### src/rtl/gold_seq_gen_pkg.sv
`default_nettype none
// ============================================================================
// Module      : gold_seq_gen_pkg
// Description : Shared constants, tap masks and state encoding for the
//               length-31 Gold sequence generator.
// Revision    : 1.0 - initial release
// ============================================================================
package gold_seq_gen_pkg;

  localparam int NC_DEFAULT      = 1600;
  localparam int SEQ_LEN_DEFAULT = 1920;
  localparam int CNT_W_DEFAULT   = 11;
  localparam int CINIT_W_DEFAULT = 31;

  localparam logic [30:0] X1_INIT = 31'h1;
  localparam logic [30:0] X1_TAPS = 31'h9;   // x^31 + x^3 + 1
  localparam logic [30:0] X2_TAPS = 31'hF;   // x^31 + x^3 + x^2 + x + 1

  typedef enum logic [1:0] {
    IDLE   = 2'd0,
    WARMUP = 2'd1,
    STREAM = 2'd2,
    DONE   = 2'd3
  } state_t;

endpackage
`default_nettype wire

### src/rtl/gold_lfsr31.sv
`default_nettype none
// ============================================================================
// Module      : gold_lfsr31
// Description : 31-bit Fibonacci LFSR, right shift with feedback into bit 30.
// Revision    : 1.0 - initial release
// ============================================================================
module gold_lfsr31 #(
  parameter logic [30:0] TAPS = 31'h9
) (
  input  logic        clk,
  input  logic        rst,
  input  logic        i_load,
  input  logic [30:0] i_load_val,
  input  logic        i_shift,
  output logic        o_bit
);

  logic [30:0] r_sr;
  logic        w_fb;

  assign w_fb = ^(r_sr & TAPS);

  always_ff @(posedge clk) begin
    if (rst) begin
      r_sr <= '0;
    end else if (i_load) begin
      r_sr <= i_load_val;
    end else if (i_shift) begin
      r_sr <= {w_fb, r_sr[30:1]};
    end
  end

  assign o_bit = r_sr[0];

endmodule
`default_nettype wire

### src/rtl/gold_seq_gen.sv
`default_nettype none
// ============================================================================
// Module      : gold_seq_gen
// Description : PBCH Gold sequence c(n) generator: NC-shift warm-up, then
//               SEQ_LEN bits streamed over valid/ready, then a done pulse.
// Revision    : 1.0 - initial release
// ============================================================================
module gold_seq_gen
  import gold_seq_gen_pkg::*;
#(
  parameter int NC      = NC_DEFAULT,
  parameter int SEQ_LEN = SEQ_LEN_DEFAULT,
  parameter int CNT_W   = CNT_W_DEFAULT,
  parameter int CINIT_W = CINIT_W_DEFAULT
) (
  input  logic               clk,
  input  logic               rst,
  input  logic [CINIT_W-1:0] cinit_i,
  input  logic               start_i,
  input  logic               seq_ready_i,
  output logic               seq_o,
  output logic               seq_valid_o,
  output logic               seq_last_o,
  output logic               busy_o,
  output logic               done_o
);

  localparam logic [CNT_W-1:0] NC_LAST  = CNT_W'(NC - 1);
  localparam logic [CNT_W-1:0] SEQ_LAST = CNT_W'(SEQ_LEN - 1);

  state_t           r_state;
  logic [CNT_W-1:0] r_cnt;
  logic             w_load;
  logic             w_shift;
  logic             w_xfer;
  logic             w_x1_bit;
  logic             w_x2_bit;

  assign w_load  = (r_state == IDLE) && start_i;
  assign w_xfer  = (r_state == STREAM) && seq_ready_i;
  assign w_shift = (r_state == WARMUP) || w_xfer;

  gold_lfsr31 #(.TAPS(X1_TAPS)) u_x1 (
    .clk        (clk),
    .rst        (rst),
    .i_load     (w_load),
    .i_load_val (X1_INIT),
    .i_shift    (w_shift),
    .o_bit      (w_x1_bit)
  );

  gold_lfsr31 #(.TAPS(X2_TAPS)) u_x2 (
    .clk        (clk),
    .rst        (rst),
    .i_load     (w_load),
    .i_load_val (31'(cinit_i)),
    .i_shift    (w_shift),
    .o_bit      (w_x2_bit)
  );

  always_ff @(posedge clk) begin
    if (rst) begin
      r_state <= IDLE;
      r_cnt   <= '0;
    end else begin
      case (r_state)
        IDLE: begin
          if (start_i) begin
            r_cnt   <= '0;
            r_state <= (NC == 0) ? STREAM : WARMUP;
          end
        end
        WARMUP: begin
          if (r_cnt == NC_LAST) begin
            r_cnt   <= '0;
            r_state <= STREAM;
          end else begin
            r_cnt <= r_cnt + 1'b1;
          end
        end
        STREAM: begin
          if (seq_ready_i) begin
            if (r_cnt == SEQ_LAST) begin
              r_cnt   <= '0;
              r_state <= DONE;
            end else begin
              r_cnt <= r_cnt + 1'b1;
            end
          end
        end
        DONE:    r_state <= IDLE;
        default: r_state <= IDLE;
      endcase
    end
  end

  // Status outputs decode straight from the state register so they are glitch-free.
  assign seq_valid_o = (r_state == STREAM);
  assign seq_last_o  = (r_state == STREAM) && (r_cnt == SEQ_LAST);
  assign busy_o      = (r_state == WARMUP) || (r_state == STREAM);
  assign done_o      = (r_state == DONE);
  assign seq_o       = w_x1_bit ^ w_x2_bit;

endmodule
`default_nettype wire
### config.mk
export PLATFORM = sky130hd
export DESIGN_NAME = gold_seq_gen
export DESIGN_NICKNAME = d
export VERILOG_FILES = /design/src/rtl/gold_seq_gen_pkg.sv /design/src/rtl/gold_lfsr31.sv /design/src/rtl/gold_seq_gen.sv
export SDC_FILE = /design/constraint.sdc
export NUM_CORES = 1
export LEC_CHECK = 0
export CAP_MARGIN = 10
export CORE_MARGIN = 10
export CORE_UTILIZATION = 58
export DETAILED_ROUTE_END_ITERATION = 16
export GPL_ROUTABILITY_DRIVEN = 0
export GPL_TIMING_DRIVEN = 0
export PLACE_DENSITY = 0.83
export SLEW_MARGIN = 20
export SYNTH_ARGS = -nofsm -noshare
export SYNTH_HDL_FRONTEND = slang
export SYNTH_SLANG_ARGS = --single-unit
### constraint.sdc
create_clock -name clk -period 6.9 [get_ports clk]
set_clock_uncertainty 0.05 [all_clocks]
set_input_delay 0.69 -clock clk [delete_from_list [all_inputs] [get_ports clk]]
set_output_delay 0.69 -clock clk [all_outputs]
set_load 0.005 [all_outputs]
==> key figures <==
Synthesis
  – Biggest area consumer among synthesized cells: dfxtp_1
  – Synth Flop Type: dfxtp_1
  – Syn_nets: 457
  – Synth area leaders: dfxtp_1 46%, nand2_1 15%, a311oi_1 8.0%
  – Async SR Flop Fraction: 0%
  – Sequential area share after synthesis: 45.8%
  – Synth warnings: 0
  – Count leader, synth: nand2_1
  – Synth top area share: 45.8%
  – Cell count after synthesis: 416
  – Most frequent cells after synthesis: 129 x nand2_1, 75 x dfxtp_1, 35 x a21oi_1, 35 x nor2_1, 32 x clkbuf_1
  – Avg Cell Area, Syn: 7.88 sq um
  – EDFF count, synth: 0
  – Synth unique cells: 38
  – Synth Register Bits: 75
  – Post-synthesis cell area: 0.00328 sq mm

Clock network
  – CTS Sinks: 75
  – Number of gates resized after CTS: 0
  – H-tree Lvls: 3
  – Post-CTS Setup Repair Bufs: 0
  – Worst-Skew Late Latency: 0.34 ns
  – TritonCTS clock tree: built
  – CTS buffer count: 9
  – Max clock buf depth: 2
  – Reg clk slew, reported paths: 0.07 ns
  – Root Driver: clkbuf_8
  – # hold bufs at CTS: 0

Final layout
  – Fillcell total: 457
  – Layout cells sized above 1: 3.62%
  – Final nets: 507
  – Syn-to-layout area delta: 20.2%
  – Final core occ: 71.6%
  – N_diodes: 0

Power
  – Cell Pwr Density: 351 mW/mm^2
  – Pleak: 1.29 nW
  – Peak supply drop: 0.194 mV

Critical path
  – Worst path max stage delay: 0.53 ns
  – Cell chain of the critical path: inv_1 > ha_1 > buf_6 > nand3_1 > nor3_1 > clkdlybuf4s50_1
  – Kind of critical path: reg -> out
  – Register-to-Register Path Depth: 9
  – Crit path launch: r_state[0]$_SDFFE_PP0P_
  – Type of origin of the critical path: flop
  – Reg-to-Reg End: r_cnt[4]$_SDFFE_PP0P_
  – Arrival time at the worst endpoint: 1.93 ns
  – Worst Path Required: 6.16 ns
  – CP Max Fanout: 9
  – FF-to-FF Start: r_state[0]$_SDFFE_PP0P_
  – Crit end category: primary output
  – Slowest-stage cell, CP: clkdlybuf4s50_1
  – R2R Setup Slk: 4.40 ns
  – CP Capture Point: seq_last_o

Global route
  – Number of global-route vias before repair: 2986
  – Largest net degree at the start of global routing: 12
  – Initial antenna violation count: 0
  – Total Routing Usage GR: 17.7%
  – Global-route wire length before repair: 13.1 mm
  – Total gr overflow: 0

Floorplanning
  – Total core area: 0.00551 sq mm
  – I/O pin count: 40
  – Total die area: 0.00906 sq mm
  – Die width: 95.2 um
  – Starting density of the core: 59.6%
  – Die Y: 95.2 um
  – Rows: 27

Timing
  – Worst slew pin tran: 0.754 ns
  – Final setup vio count: 0
  – Tcrit/Tclk final: 38.7%
  – Achievable frequency: 374 MHz
  – Crit path time final: 2.67 ns
  – RSZ-0062 raised after global routing: no
  – Slew HR: 49.7%
  – Fin Setup TNS: 0 ns
  – Final hold vios: 0
  – Slew Limit Fails: 0

Run status
  – Status: finished, final reports clean

Placed design
  – DP HPWL: 5.36 mm
  – Input/output buffers: 39

Route
  – Final wirelength: 7.65 mm
  – Vias per inst: 5.66
  – DRT iter0 DRCs: 138
  – Vias post-DR: 3064
  – Routed WL per cell: 14.1 um
  – DRC viols: 0
  – Final ANT Viol Nets: 0
  – TritonRoute pass-1 iters: 4

Run
  – MaxCap Viol Count: 0

Hold path
  – Tightest Hold Check Type: reg -> reg
[layer usage]
metal  vias up  wire length, um  GRT usage [%]
li1       1538                -              -
met4         0              176           10.5
met5         -                0              0
met1      1433             3400           21.0
met2        74             3670           28.6
met3        19              394           4.16
[flip-flops by register name, indices dropped and copies added (netlist names)]
signal,cells
r_state,2
u_x1.r_sr,31
u_x2.r_sr,31
r_cnt,11
[power breakdown]
group	switching (W)	internal [W]	leakage, nW
clock network	0.000152	0.000172	0.0950
logic	0.000333	0.000177	0.580
registers	0.0000451	0.000506	0.612
total	0.000530	0.000854	1.29
[cell usage in the layout, fill, tap and decap left out, drive strengths merged]
cell type,n
a211o,1
a211oi,6
a21o,1
a21oi,35
a311oi,30
a31oi,4
and2,1
and4,1
buf,1
bufinv,1
clkbuf,43
clkdlybuf4s50,39
clkinv,2
dfxtp,75
ha,6
inv,4
mux2i,2
nand2,129
nand2b,5
nand3,5
nand3b,1
nand4,6
nand4b,3
nor2,35
nor2b,3
nor3,4
nor4,1
nor4b,1
o2111ai,1
o21ai,2
o21bai,1
o31ai,4
o32ai,1
or2,1
or3,3
or4,4
or4b,1
xnor2,4
xor2,2
[worst max-delay path: cells and delay by family (launching register included)]
kind	cells	cell delay (ns)
DFF	1	0.34
adders and majority gates	1	0.21
and+or+nand+nor	2	0.23
buffers and inverters	3	0.80
[worst min path at each step]
stage,startpoint,to,slack (ns),cells past startpoint
after CTS,u_x1.r_sr[13]$_SDFFE_PP0P_,u_x1.r_sr[13]$_SDFFE_PP0P_,0.41,2
final,u_x1.r_sr[11]$_SDFFE_PP0P_,u_x1.r_sr[11]$_SDFFE_PP0P_,0.40,2
after detailed placement,u_x1.r_sr[13]$_SDFFE_PP0P_,u_x1.r_sr[13]$_SDFFE_PP0P_,0.40,2
after global routing,u_x1.r_sr[8]$_SDFFE_PP0P_,u_x1.r_sr[8]$_SDFFE_PP0P_,0.43,2
after global placement,u_x1.r_sr[12]$_SDFFE_PP0P_,u_x1.r_sr[12]$_SDFFE_PP0P_,0.39,2
after floorplan,u_x1.r_sr[10]$_SDFFE_PP0P_,u_x1.r_sr[10]$_SDFFE_PP0P_,0.38,2
[cells by family after synthesis]
family	share of synthesized area, %
simple gates	27.0
compound gates	18.3
flops	45.8
buf+inv	4.46
xor+xnor	1.60
fa+ha+maj	2.29
mux	0.610
[layout make-up]
type / count / area [sq um] / share of cell area (%)
clock inverters: 3 / 40.0 / 1.02
inverters: 4 / 15.0 / 0.381
flip-flops and latches: 75 / 1500 / 38.1
well taps: 72 / 90.1 / 2.29
plain buffers: 33 / 131 / 3.33
repair buffers: 39 / 390 / 9.90
multi-input cells: 304 / 1630 / 41.4
clock buffers: 11 / 141 / 3.59
[metrics by stage]
| stage | std cells | area, sq um | total power, W | hold slack (ns) | worst slack [ns] |
|---|---|---|---|---|---|
| floorplan | 416 | 3280 | 0.000904 | 0.382 | 4.71 |
| global placement | 527 | 3760 | 0.00105 | 0.388 | 4.13 |
| detailed placement | 527 | 3760 | 0.00106 | 0.396 | 4.12 |
| CTS | 541 | 3940 | 0.00138 | 0.406 | 4.21 |
| global route | 541 | 3940 | 0.00148 | 0.429 | 4.16 |
| finish | 541 | 3940 | 0.00138 | 0.404 | 4.23 |
No activity file was read; power rests on OpenSTA's default activity.
